### src/rtl/trace_pkg.sv
// Shared state encoding, entry layout and width derivations for the dmem trace buffer.
package trace_pkg;

    typedef enum logic [1:0] {
        ST_IDLE  = 2'd0,
        ST_ARMED = 2'd1,
        ST_POST  = 2'd2,
        ST_DONE  = 2'd3
    } trace_state_e;

    function automatic int idx_w(input int depth);
        return $clog2(depth);
    endfunction

    function automatic int cnt_w(input int depth);
        return $clog2(depth) + 1;
    endfunction

    function automatic int ch_w(input int num_ch);
        return (num_ch > 2) ? $clog2(num_ch) : 1;
    endfunction

    function automatic int entry_w(input int num_ch, input int pc_w, input int addr_w, input int data_w);
        return ch_w(num_ch) + pc_w + addr_w + data_w;
    endfunction

    // Entry layout is {ch, pc, addr, data}; data sits at bit 0.
    function automatic int addr_lsb(input int data_w);
        return data_w;
    endfunction

    function automatic int pc_lsb(input int data_w, input int addr_w);
        return data_w + addr_w;
    endfunction

    function automatic int ch_lsb(input int data_w, input int addr_w, input int pc_w);
        return data_w + addr_w + pc_w;
    endfunction

endpackage

### src/rtl/trace_ram.sv
// Trace storage: one write port and one registered read port that returns
// zero when the read is not enabled; a same-slot read/write returns old data.
module trace_ram #(
    parameter int DEPTH   = 16,
    parameter int ENTRY_W = 57,
    localparam int IDX_W  = $clog2(DEPTH)
) (
    input  logic               clk,
    input  logic               rst_n,
    input  logic               we,
    input  logic [IDX_W-1:0]   waddr,
    input  logic [ENTRY_W-1:0] wdata,
    input  logic               rd_en,
    input  logic [IDX_W-1:0]   raddr,
    output logic [ENTRY_W-1:0] rd_data
);

    logic [ENTRY_W-1:0] mem_r [DEPTH];
    logic [ENTRY_W-1:0] rd_data_r;

    // Storage array write port (contents deliberately not reset).
    always_ff @(posedge clk) begin
        if (we) begin
            mem_r[waddr] <= wdata;
        end
    end

    // Registered read port; cleared when no valid read is requested.
    always_ff @(posedge clk or negedge rst_n) begin
        if (!rst_n) begin
            rd_data_r <= '0;
        end else if (rd_en) begin
            rd_data_r <= mem_r[raddr];
        end else begin
            rd_data_r <= '0;
        end
    end

    assign rd_data = rd_data_r;

endmodule

### src/rtl/dmem_trace_buffer.sv
// Trace capture unit: arbitrates write events from several sources into a
// circular buffer under an arm/trigger/post-count FSM, with indexed readout.
module dmem_trace_buffer
    import trace_pkg::*;
#(
    parameter int DATA_W  = 32,
    parameter int ADDR_W  = 12,
    parameter int PC_W    = 12,
    parameter int DEPTH   = 16,
    parameter int NUM_CH  = 2,
    localparam int IDX_W   = idx_w(DEPTH),
    localparam int CNT_W   = cnt_w(DEPTH),
    localparam int CH_W    = ch_w(NUM_CH),
    localparam int ENTRY_W = entry_w(NUM_CH, PC_W, ADDR_W, DATA_W)
) (
    input  logic                     clk,
    input  logic                     rst_n,
    input  logic                     arm,
    input  logic                     mode_wrap,
    input  logic                     trig_en,
    input  logic [ADDR_W-1:0]        trig_addr,
    input  logic [CNT_W-1:0]         post_count,
    input  logic [NUM_CH-1:0]        ev_valid,
    input  logic [NUM_CH*PC_W-1:0]   ev_pc,
    input  logic [NUM_CH*ADDR_W-1:0] ev_addr,
    input  logic [NUM_CH*DATA_W-1:0] ev_data,
    input  logic                     rd_req,
    input  logic [IDX_W-1:0]         rd_idx,
    output logic [ENTRY_W-1:0]       rd_entry,
    output logic                     rd_valid,
    output logic [1:0]               state,
    output logic [CNT_W-1:0]         count,
    output logic                     triggered,
    output logic                     overflow,
    output logic [7:0]               drop_cnt
);

    trace_state_e       state_r, state_nx_s;
    logic [IDX_W-1:0]   wr_ptr_r, wr_ptr_nx_s;
    logic [CNT_W-1:0]   count_r, count_nx_s;
    logic [CNT_W-1:0]   rem_r, rem_nx_s, rem_init_s;
    logic               triggered_r, trig_nx_s;
    logic               overflow_r, ovf_nx_s;
    logic [7:0]         drop_r, drop_nx_s, drop_sat_s;
    logic [8:0]         drop_sum_s;

    logic               win_valid_s;
    logic [CH_W-1:0]    win_ch_s;
    logic [CH_W:0]      vld_cnt_s, drop_inc_s;
    logic [PC_W-1:0]    win_pc_s;
    logic [ADDR_W-1:0]  win_addr_s;
    logic [DATA_W-1:0]  win_data_s;
    logic [ENTRY_W-1:0] wr_entry_s;
    logic               full_s, trig_hit_s, we_s;

    logic [IDX_W-1:0]   rd_phys_s;
    logic               rd_ok_s, rd_valid_r;

    // Lowest-index valid channel wins; count all valid channels for drop accounting.
    always_comb begin
        win_ch_s  = '0;
        vld_cnt_s = '0;
        for (int i = NUM_CH - 1; i >= 0; i--) begin
            win_ch_s  = ev_valid[i] ? CH_W'(i) : win_ch_s;
            vld_cnt_s = vld_cnt_s + {{CH_W{1'b0}}, ev_valid[i]};
        end
    end

    assign win_valid_s = |ev_valid;
    assign drop_inc_s  = win_valid_s ? (vld_cnt_s - {{CH_W{1'b0}}, 1'b1}) : '0;
    assign drop_sum_s  = {1'b0, drop_r} + 9'(drop_inc_s);
    assign drop_sat_s  = drop_sum_s[8] ? 8'd255 : drop_sum_s[7:0];

    assign win_pc_s   = ev_pc[int'(win_ch_s) * PC_W +: PC_W];
    assign win_addr_s = ev_addr[int'(win_ch_s) * ADDR_W +: ADDR_W];
    assign win_data_s = ev_data[int'(win_ch_s) * DATA_W +: DATA_W];
    assign wr_entry_s = {win_ch_s, win_pc_s, win_addr_s, win_data_s};

    assign full_s     = (count_r == CNT_W'(DEPTH));
    assign trig_hit_s = !trig_en || (win_addr_s == trig_addr);
    // Clamp keeps the trigger entry from being overwritten by post-trigger events.
    assign rem_init_s = (post_count > CNT_W'(DEPTH - 1)) ? CNT_W'(DEPTH - 1) : post_count;

    // Next-state and capture decisions for the arm/trigger/post FSM.
    always_comb begin
        state_nx_s  = state_r;
        wr_ptr_nx_s = wr_ptr_r;
        count_nx_s  = count_r;
        rem_nx_s    = rem_r;
        trig_nx_s   = triggered_r;
        ovf_nx_s    = overflow_r;
        drop_nx_s   = drop_r;
        we_s        = 1'b0;
        if (arm) begin
            state_nx_s  = ST_ARMED;
            wr_ptr_nx_s = '0;
            count_nx_s  = '0;
            rem_nx_s    = '0;
            trig_nx_s   = 1'b0;
            ovf_nx_s    = 1'b0;
            drop_nx_s   = 8'd0;
        end else begin
            case (state_r)
                ST_ARMED, ST_POST: begin
                    if (win_valid_s) begin
                        drop_nx_s = drop_sat_s;
                        if ((state_r == ST_ARMED) && full_s && !mode_wrap) begin
                            ovf_nx_s   = 1'b1;
                            state_nx_s = ST_DONE;
                        end else begin
                            we_s        = 1'b1;
                            wr_ptr_nx_s = wr_ptr_r + IDX_W'(1);
                            if (full_s) begin
                                ovf_nx_s = 1'b1;
                            end else begin
                                count_nx_s = count_r + CNT_W'(1);
                            end
                            if (state_r == ST_ARMED) begin
                                if (trig_hit_s) begin
                                    trig_nx_s = 1'b1;
                                    if (post_count == '0) begin
                                        state_nx_s = ST_DONE;
                                    end else begin
                                        state_nx_s = ST_POST;
                                        rem_nx_s   = rem_init_s;
                                    end
                                end else begin
                                    state_nx_s = ST_ARMED;
                                end
                            end else begin
                                rem_nx_s = rem_r - CNT_W'(1);
                                if (rem_r == CNT_W'(1)) begin
                                    state_nx_s = ST_DONE;
                                end else begin
                                    state_nx_s = ST_POST;
                                end
                            end
                        end
                    end else begin
                        drop_nx_s = drop_r;
                    end
                end
                ST_IDLE, ST_DONE: begin
                    state_nx_s = state_r;
                end
                default: begin
                    state_nx_s = ST_IDLE;
                end
            endcase
        end
    end

    // Capture state registers.
    always_ff @(posedge clk or negedge rst_n) begin
        if (!rst_n) begin
            state_r     <= ST_IDLE;
            wr_ptr_r    <= '0;
            count_r     <= '0;
            rem_r       <= '0;
            triggered_r <= 1'b0;
            overflow_r  <= 1'b0;
            drop_r      <= 8'd0;
        end else begin
            state_r     <= state_nx_s;
            wr_ptr_r    <= wr_ptr_nx_s;
            count_r     <= count_nx_s;
            rem_r       <= rem_nx_s;
            triggered_r <= trig_nx_s;
            overflow_r  <= ovf_nx_s;
            drop_r      <= drop_nx_s;
        end
    end

    // Logical index 0 is the oldest stored entry.
    assign rd_phys_s = wr_ptr_r - count_r[IDX_W-1:0] + rd_idx;
    assign rd_ok_s   = rd_req && (CNT_W'(rd_idx) < count_r);

    // Read-valid flag aligned with the registered RAM output.
    always_ff @(posedge clk or negedge rst_n) begin
        if (!rst_n) begin
            rd_valid_r <= 1'b0;
        end else begin
            rd_valid_r <= rd_ok_s;
        end
    end

    trace_ram #(
        .DEPTH   (DEPTH),
        .ENTRY_W (ENTRY_W)
    ) u_ram (
        .clk     (clk),
        .rst_n   (rst_n),
        .we      (we_s),
        .waddr   (wr_ptr_r),
        .wdata   (wr_entry_s),
        .rd_en   (rd_ok_s),
        .raddr   (rd_phys_s),
        .rd_data (rd_entry)
    );

    assign rd_valid  = rd_valid_r;
    assign state     = state_r;
    assign count     = count_r;
    assign triggered = triggered_r;
    assign overflow  = overflow_r;
    assign drop_cnt  = drop_r;

endmodule

### config.mk
export PLATFORM = sky130hd
export DESIGN_NAME = dmem_trace_buffer
export DESIGN_NICKNAME = d
export VERILOG_FILES = /design/src/rtl/trace_pkg.sv /design/src/rtl/trace_ram.sv /design/src/rtl/dmem_trace_buffer.sv
export SDC_FILE = /design/constraint.sdc
export NUM_CORES = 1
export LEC_CHECK = 0
export ABC_CLOCK_PERIOD_IN_PS = 8000
export BUFFER_PORTS_ARGS = -buffer_cell sky130_fd_sc_hd__buf_2
export CORE_MARGIN = 2
export CORE_UTILIZATION = 35
export DETAILED_ROUTE_END_ITERATION = 10
export GPL_TIMING_DRIVEN = 0
export HOLD_SLACK_MARGIN = 0.05
export PLACE_DENSITY_LB_ADDON = 0.12
export SLEW_MARGIN = 20
export SYNTH_ARGS = -nofsm -noshare
export SYNTH_HDL_FRONTEND = slang
export SYNTH_SLANG_ARGS = --single-unit
### constraint.sdc
create_clock -name clk -period 8 [get_ports clk]
set_input_delay 1.2 -clock clk [delete_from_list [all_inputs] [get_ports clk]]
set_output_delay 1.2 -clock clk [all_outputs]
set_load 0.01 [all_outputs]
== Word level (Yosys, flattened, before mapping) ==
Memory sizes are Yosys's and may differ from the RTL's.
Index checks and enable logic that the tools add are counted.

* Input port bits: 141
* Output and inout port bits: 75
* Word-level logic and storage cells: 109
* Memories kept: 1
* Latch bits: 0
* Bits in read-only memories: 0
* RAM bits: 912
* Register bits: 84

{| class="wikitable"
|+ Memory list
! memory !! words !! width !! rd ports !! clocked after memory_dff !! wr ports !! line !! RTL
|-
| u_ram.mem_r || 16 || 57 || 1 || 0 || 1 || trace_ram.sv:18 || <nowiki>logic [ENTRY_W-1:0] mem_r [DEPTH];</nowiki>
|}

* Add/subtract/negate cells: 8
* $mul: 1
* Magnitude comparators: 2
* Shift-type cells: 3
* Mux-type cells: 50
* Bitwise gates (word level): 0
* Reductions and logical operators: 23
* Eq/ne operators: 12
* Divide/modulo/power cells: 0

{| class="wikitable"
|+ Operator list
! kind !! number
|-
| 2-to-1 mux 5 bit || 13
|-
| indexed part select 64 x 7 -> 32 bit || 1
|-
| 2-to-1 mux 57 bit || 1
|-
| 2-to-1 mux 8 bit || 4
|-
| indexed part select 24 x 32 -> 12 bit || 1
|-
| indexed part select 24 x 6 -> 12 bit || 1
|-
| 2-to-1 mux 1 bit || 21
|-
| 2-to-1 mux 4 bit || 4
|-
| 2-to-1 mux 2 bit || 7
|-
| == test 12 bit || 1
|-
| AND reduction 5 bit || 2
|-
| adder 8 x 2 -> 9 bit || 1
|-
| != test 3 bit (second input constant) || 3
|-
| nonzero test 2 bit || 4
|-
| != test 2 bit (second input constant) || 3
|-
| AND reduction 3 bit || 2
|-
| OR reduction 2 bit || 3
|-
| adder 5 x 1 -> 5 bit (second input constant) || 1
|-
| == test 5 x 1 -> 1 bit (second input constant) || 1
|-
| == test 5 bit (second input constant) || 1
|-
| greater-than comparator 5 x 4 -> 1 bit (second input constant) || 1
|-
| logical NOT 5 bit || 1
|-
| less-than comparator 4 x 5 -> 1 bit || 1
|-
| subtractor 5 x 1 -> 5 bit (second input constant) || 1
|-
| 15 further kinds || 20
|}

== Logic depth before layout (Yosys ltp) ==
Gate-level depths: netlist (run 1).

* Depth in word-level cells: 12
* Depth in mapped cells: 11
* Depth with buffers taken out: 10

== Cells and area by module ==
From an unflattened synthesis (run 1), not the netlist that was laid out.

* Cell total of the unflattened synthesis: 2346
* Area total of the unflattened synthesis: 39595.5 µm²

{| class="wikitable"
|+ Modules (own cells, without submodules)
! module !! area each (µm²) !! times used !! seq. area each (µm²) !! cells an instance
|-
| trace_ram || 36806.6 || 1 || 28812.6 || 1925
|-
| dmem_trace_buffer || 2788.9 || 1 || 675.6 || 421
|}

== Least setup slack after synthesis (run 1) ==
OpenSTA, ideal clock, no wires.

* Path type: in2reg
* Start point: input port ev_valid[0]
* End point: memory u_ram.mem_r[0][0], enable pin
* Buffers on the path: 0
* Data required time: 7457 ps
* Cell stages on the path: 5
* Arrival time: 5897 ps
* Path slack: 1560 ps
* Library setup time: 543 ps
* Cell sequence: o21bai_1 -> a31oi_2 -> and2_1 -> nand2_1 -> nor3_1

* Cells in the longest elaborated chain, start to end: 6

{| class="wikitable"
|+ Ends and longest elaborated chain
! item !! line !! RTL
|-
| start: declaration || dmem_trace_buffer.sv:23 || <nowiki>input logic [NUM_CH-1:0] ev_valid,</nowiki>
|-
| OR reduction 2 bit || dmem_trace_buffer.sv:69 || <nowiki>assign win_valid_s = |ev_valid;</nowiki>
|-
| 2-to-1 mux 1 bit || dmem_trace_buffer.sv:105 || <nowiki>if (win_valid_s) begin</nowiki>
|-
| 2-to-1 mux 1 bit || dmem_trace_buffer.sv:103 || <nowiki>case (state_r)</nowiki>
|-
| 2-to-1 mux 1 bit || dmem_trace_buffer.sv:94 || <nowiki>if (arm) begin</nowiki>
|-
| 2-to-1 mux 1 bit || trace_ram.sv:23 || <nowiki>if (we) begin</nowiki>
|-
| 2-to-1 mux 1 bit (implied by the code) || trace_ram.sv:24 || <nowiki>mem_r[waddr] <= wdata;</nowiki>
|-
| end: declaration || trace_ram.sv:18 ||
|}

No other way between the ends.

== Worst setup path after layout (run 1) ==
* Start point: input port rd_idx[1]
* End point: register u_ram.rd_data_r[32] (netlist: u_ram.rd_data[32])

* Cells in the longest elaborated chain, start to end: 3
* Elaborated cells between the ends (all ways): 5
* Classes of those cells: add/sub: 1; order compare: 1; mux: 1; reduce/logical: 1; memory: 1

{| class="wikitable"
|+ Ends and longest elaborated chain
! item !! line !! RTL
|-
| start: declaration || dmem_trace_buffer.sv:28 || <nowiki>input logic [IDX_W-1:0] rd_idx,</nowiki>
|-
| adder 4 bit / less-than comparator 4 x 5 -> 1 bit (equally long branches) || dmem_trace_buffer.sv:175, dmem_trace_buffer.sv:176 ||
|-
| memory read (16 x 57 bit) / logical AND 1 bit (equally long branches) || -- ||
|-
| 2-to-1 mux 57 bit (*) || trace_ram.sv:32 || <nowiki>end else if (rd_en) begin</nowiki>
|-
| end signal: assignment || trace_ram.sv:33 || <nowiki>rd_data_r <= mem_r[raddr];</nowiki>
|-
| end: declaration || trace_ram.sv:19 || <nowiki>logic [ENTRY_W-1:0] rd_data_r;</nowiki>
|}

Mark *: on every way between the ends. The rest lies on a longest branch, timed or not.
A chain may end at the register's enable or synchronous reset.

==> results_dict.tcl, run 1 <==
set metrics [dict create \
    dr.pass1.iters 5 \
    cts_tree "done" \
    finalPower_uw 20090 \
    yosysWarningCount 0 \
    syn_area_mm2 0.03921 \
    setup_viol 0 \
    synth.ff_latch_count 996 \
    tightest_slew_ns 1.132 \
    synth.largest_area_cell "edfxtp_1" \
    synth_most_common_cell "edfxtp_1" \
    cts_root_buf "clkbuf_16" \
    start_util_pct 35.38 \
    cts_hold_buf 0 \
    fin_util_pct 42.58 \
    fin_crit_sh_pct 62.54 \
    drcViolationCount 0 \
    arrival_ns 5.49 \
    worstHoldEndpoint "triggered$_DFFE_PN0P_" \
    fmax_ghz 0.1999 \
    avgRoutedWirePerCell_um 27.29 \
    hold_path.class "reg -> reg" \
    crit_required_ns 8.48 \
    antenna_found_initial 6 \
    status "finished, final reports clean" \
    hp-start "triggered$_DFFE_PN0P_" \
    skew_ns 0.02309 \
    fin_area_mm2 0.04719 \
    syn_inst 1955 \
    vias_per_cell 5.172 \
    critPathCaptureType "flip-flop" \
    p_leak_uw 0.01626 \
    overflow 0 \
    hold_viol_final 0 \
    p_per_area_mw_per_mm2 425.7 \
    globalplace.congestion 0.7649 \
    num_rows 122 \
    cts.sink_count 996 \
    reg2reg_to "u_ram.rd_data[32]$_DFF_PN0_" \
    max_cap_viol_count 0 \
    crit_path_cell_trace "buf_2, inv_1, fa_1, inv_1, fa_1, buf_2, buf_2, clkbuf_1, mux4_2, mux2i_1, a211oi_1" \
    ys.flop_type "edfxtp_1" \
    hpwl_um 71780 \
    relSlewSlack_pct 24.55 \
    path_common_cell "buf_2" \
    wl_um 107600 \
    critPathMaxStageDelay_ns 0.85 \
    grtUsageTotal_pct 18.74 \
    max-vdd-ir-drop_mv 0.2365 \
    die_w_um 338.7 \
    synth.distinct_cells 55 \
    critical_path.startpoint_type "input pin" \
    final_nets 2519 \
    postCtsSetupRepairBufs 0 \
    grt_pass1_vias 21441 \
    die_h_um 338.7 \
    syn_nets 2118 \
    rr_worst_depth 11 \
    final.setup.tns_ns 0 \
    port_buffers 214 \
    slew_violations 0 \
    layout_min_cycle_time_ns 5.003 \
    grt_setup_unrepaired "false" \
    cts_resized 0 \
    ys_seq_area_share_pct 75.22 \
    ios 216 \
    timing.rr.start "wr_ptr_r[0]$_DFFE_PN0P_" \
    synth_area_per_cell_um2 20.05 \
    cts.clk_slew.worst_paths_ns 0.06 \
    grt_pass1_wl_um 154000 \
    synth_common_cells "edfxtp_1 (912), mux4_2 (228), nand2_1 (180)" \
    whs_path_depth 2 \
    placed_area_mm2 0.04348 \
    postRouteAntennaNets 0 \
    coreArea_mm2 0.1108 \
    cts_buffers 107 \
    die_area_mm2 0.1147 \
    async_reset_ff_share_pct 8.434 \
    cp_max_fo 10 \
    crit_buf_inv 6 \
    drtIter0Drc 1633 \
    cp_slowest_cell "a211oi_1" \
    crit_family "buffers and inverters" \
    crit_path_start "rd_idx[1]" \
    areaGrowthSynthToFinish_pct 20.36 \
    drive_gt1_share_pct 32.18 \
    critPathKind "in -> reg" \
    htreeDepth 3 \
    vias 20381 \
    yosys-top-cells-area "edfxtp_1 (70%), mux4_2 (13%), dfrtp_1 (5.4%)" \
    clk_latency_ns 0.68 \
    reg2reg_slack_ns 3.16 \
    cts_buffer_depth 3 \
    grt_max_degree 53 \
    synthDominantCellAreaShare_pct 69.85 \
    synth-edff-count 912 \
]
==> worst register-to-register path, stage by stage, from the launching register on <==
cell and delay [ns]:
dfrtp_1 0.44, inv_1 0.11, ha_1 0.29, inv_1 0.04
ha_1 0.20, fa_1 0.69, buf_2 0.40, buf_2 0.47
clkbuf_1 0.71, mux4_2 0.35, mux2i_1 0.10, a211oi_1 0.85
==> power breakdown <==
group	switching [uW]	leakage, uW	internal (uW)	total, uW
Combinational	5100	0.00508	3650	8750
Sequential	101	0.00938	6050	6160
Clock	2050	0.00181	3130	5180
==> kinds of logic after synthesis <==
| family | synth area share (%) |
|---|---|
| simple gates | 3.750 |
| compound gates | 3.147 |
| fa+ha+maj | 0.7787 |
| mux | 14.71 |
| other cells | 0.01916 |
| xor+xnor | 0.8394 |
| buf+inv | 1.541 |
| flops | 75.22 |
==> cell type report <==
cell class                      count  area, um^2
Clock inverter                     67       814.5
Inverter                           24       90.09
Timing Repair Buffer              292        2281
Clock buffer                      135        2887
Antenna cell                        4       10.01
Multi-Input combinational cell    828        9230
Fill cell                        9816       63630
Buffer                            107       525.5
Tap cell                         1488        1862
Sequential cell                   996       29490
==> cells in the final DEF, fill, tap and decap left out, types with 9 or more instances in the layout <==
cell type  netlist  routed
nand2_1        180     180
a211oi_1        99      99
mux4_2         228     228
bufinv_16        0      18
buf_2           37     253
clkbuf_1        46      61
nor2_1          43      31
nor2b_1         59      59
clkinv_1         0      18
xor2_1          23      22
mux2i_1         62      62
a21oi_1         10      10
buf_4           11      44
clkbuf_16        0     110
nor2_4           0      12
clkinv_2         0      21
a211oi_2        20      20
edfxtp_1       912     912
ha_1            18      18
dfrtp_1         84      84
xnor2_1          9       9
inv_1           24      24
buf_12           0      29
buf_16           0      12
==> layer usage <==
layer | global-route usage (%) | vias to the layer above | share of wire (%) | routed length (um)
met3 | 2.922 | 124 | 5.4 | 5762
met4 | 5.157 | 2 | 2.1 | 2274
met1 | 26.68 | 10952 | 45 | 48310
met5 | 0 | - | 0.012 | 13
met2 | 29.98 | 565 | 48 | 51210
li1 | - | 8738 | - | -
==> flip-flops by register name, summed over array words and instances, names as in the netlist <==
register / flops
drop_cnt: 8
wr_ptr_r: 4
u_ram.rd_data: 57
rem_r: 5
rd_valid: 1
u_ram.mem_r: 912
state: 2
count: 5
triggered: 1
overflow: 1
==> per-stage QoR <==
step / hold slack, ns / std cells / setup slack, ns
2_1_floorplan: 0.5276 / 1955 / 1.560
3_3_place_gp: 0.4808 / 3657 / -3.711
3_5_place_dp: 0.4896 / 3735 / 2.403
4_1_cts: 0.5047 / 3937 / 3.074
5_1_grt: 0.5285 / 3937 / 2.955
6_report: 0.5029 / 3941 / 2.997
==> how the worst max path moves through the flow <==
stage | cells past startpoint | slack, ns | to
after floorplan | 5 | 1.56 | u_ram.mem_r[0][0]$_DFFE_PP_
after global placement | 6 | -3.71 | u_ram.mem_r[2][25]$_DFFE_PP_
after detailed placement | 11 | 2.40 | u_ram.rd_data[32]$_DFF_PN0_
after CTS | 11 | 3.07 | u_ram.rd_data[32]$_DFF_PN0_
after global routing | 11 | 2.96 | u_ram.rd_data[32]$_DFF_PN0_
final | 11 | 3.00 | u_ram.rd_data[32]$_DFF_PN0_
(Power assumes the default switching activity.)
==> run 2: changes to the inputs <==
--- a/config.mk
+++ b/config.mk
@@ -5,7 +5,7 @@
 export SDC_FILE = /design/constraint.sdc
 export NUM_CORES = 1
 export LEC_CHECK = 0
-export ABC_CLOCK_PERIOD_IN_PS = 8000
+export ABC_CLOCK_PERIOD_IN_PS = 5150
 export BUFFER_PORTS_ARGS = -buffer_cell sky130_fd_sc_hd__buf_2
 export CORE_MARGIN = 2
 export CORE_UTILIZATION = 35
==> constraint.sdc (replaced) <==
create_clock -name clk -period 5.15 [get_ports clk]
set_input_delay 0.7725 -clock clk [delete_from_list [all_inputs] [get_ports clk]]
set_output_delay 0.7725 -clock clk [all_outputs]
set_load 0.01 [all_outputs]
==> results_dict.tcl, run 2 (same netlist as run 1, synthesis figures left out) <==
set metrics [dict create \
    max_cap_viol_count 0 \
    cts_tree "done" \
    cp_max_fo 10 \
    cts_root_buf "clkbuf_16" \
    hold_viol_final 0 \
    skew_ns 0.02316 \
    final.setup.tns_ns 0 \
    p_leak_uw 0.01620 \
    vias 20370 \
    arrival_ns 5.31 \
    top_usage_layer "met2" \
    postRouteAntennaNets 0 \
    drive_gt1_share_pct 31.21 \
    hpwl_um 72890 \
    crit_buf_inv 5 \
    cp_slowest_cell "a211oi_1" \
    dr.pass1.iters 6 \
    die_h_um 338.7 \
    avgRoutedWirePerCell_um 27.58 \
    critPathCaptureType "flip-flop" \
    clk_latency_ns 0.69 \
    num_rows 122 \
    slew_violations 0 \
    vias_per_cell 5.177 \
    crit_path_cell_trace "clkbuf_1, inv_1, fa_1, inv_1, ha_1, xor2_2, buf_2, buf_2, a211oi_1, a211oi_1" \
    globalplace.congestion 0.7614 \
    critPathMaxStageDelay_ns 0.89 \
    cts_buffers 109 \
    grt_max_degree 52 \
    cts_hold_buf 0 \
    stdcell_count 3935 \
    setup_viol 0 \
    final_nets 2516 \
    port_buffers 214 \
    cts_resized 0 \
    fmax_ghz 0.2072 \
    die_w_um 338.7 \
    grt_pass1_vias 21627 \
    hold_slack_ns 0.08353 \
    drcViolationCount 0 \
    status "finished, final reports clean" \
    cts.sink_count 996 \
    overflow 0 \
    critical_path.startpoint_type "flip-flop" \
    grtUsageTotal_pct 19.02 \
    multiInputGateArea_mm2 0.009255 \
    cts.clk_slew.worst_paths_ns 0.06 \
    met1_usage_pct 26.44 \
    crit_required_ns 5.63 \
    antenna_found_initial 4 \
    largest-register "u_ram.mem_r" \
    placed_cells 3730 \
    critPathKind "reg -> reg" \
    largest_reg_flops 912 \
    fill_cells 9832 \
    hold_path.class "in -> async" \
    fin_crit_sh_pct 93.73 \
    finalPower_uw 30750 \
    fin_util_pct 42.69 \
    areaGrowthSynthToFinish_pct 20.68 \
    cts_buffer_depth 3 \
    drtIter0Drc 1658 \
    grt.met2_usage_pct 30.64 \
    p_per_area_mw_per_mm2 649.9 \
    met3_usage_pct 3.651 \
    wl_um 108500 \
    die_area_mm2 0.1147 \
    relSlewSlack_pct 28.80 \
    htreeDepth 3 \
    max-vdd-ir-drop_mv 0.4159 \
    grt_pass1_wl_um 156500 \
    tightest_slew_ns 1.062 \
    register_area_mm2 0.02949 \
    final_common_cell "edfxtp_1" \
    layout_min_cycle_time_ns 4.827 \
    ios 216 \
    start_util_pct 35.38 \
    postCtsSetupRepairBufs 0 \
    grt_setup_unrepaired "false" \
    coreArea_mm2 0.1108 \
    final_cell_mix "edfxtp_1 (912), buf_2 (253), mux4_2 (228)" \
    crit_family "buffers and inverters" \
]
[run 2: cell count changes in the layout (fill, tap and decap cells not counted), moves of 3 or more]
cell	delta
buf_4	-33
buf_8	+19
buf_16	+15
clkinv_1	+13
bufinv_16	-11
clkbuf_1	+8
clkinv_2	-7
buf_12	-4
nor3_2	-4
nor3_4	+4
clkinvlp_4	-3
[run 2: area by class of cell]
class                           instances  share of cell area, %
Sequential cell                       996                  62.33
Multi-Input combinational cell        828                  19.56
Clock buffer                          142                  6.112
Timing Repair Buffer                  287                  5.556
Tap cell                             1488                  3.935
Clock inverter                         61                  1.195
Buffer                                107                  1.111
Inverter                               24                 0.1904
Antenna cell                            2                0.01058
[run 2: metrics by stage]
| step | worst slack [ns] | cell area, um^2 |
|---|---|---|
| global placement | -3.604 | 42160 |
| global route | 0.05102 | 47310 |
| detailed placement | 0.009309 | 43850 |
| floorplan | 0.6132 | 39230 |
| CTS | 0.4013 | 47310 |
| finish | 0.3231 | 47310 |
[run 2: worst paths after layout]
check | start | to | slack, ns | cells after the start
worst min-delay path | rst_n | u_ram.rd_data[49]$_DFF_PN0_ | 0.08 | 1
min in group clk | post_count[0] | rem_r[0]$_DFFE_PN0P_ | 0.48 | 3
worst max-delay path | wr_ptr_r[2]$_DFFE_PN0P_ | u_ram.rd_data[2]$_DFF_PN0_ | 0.32 | 10
worst min register to register | overflow$_DFFE_PN0P_ | overflow$_DFFE_PN0P_ | 0.51 | 2
worst max register to register | wr_ptr_r[2]$_DFFE_PN0P_ | u_ram.rd_data[2]$_DFF_PN0_ | 0.32 | 10
max in group asynchronous | rst_n | u_ram.rd_data[16]$_DFF_PN0_ | 4.39 | 2
[run 2: per-layer routing]
| metal | wire length (um) | part of all wire (%) |
|---|---|---|
| met1 | 47570 | 44 |
| met2 | 51930 | 48 |
| met3 | 6655 | 6.1 |
| met4 | 2387 | 2.2 |
| met5 | 0 | 0 |
[run 2: where the power goes]
group          leakage, uW  switching [uW]  internal [uW]  total [uW]
combinational      0.00514            7930           5720       13700
clock              0.00168            3210           4320        7530
sequential         0.00938             159           9410        9560
total               0.0162           11300          19400       30700
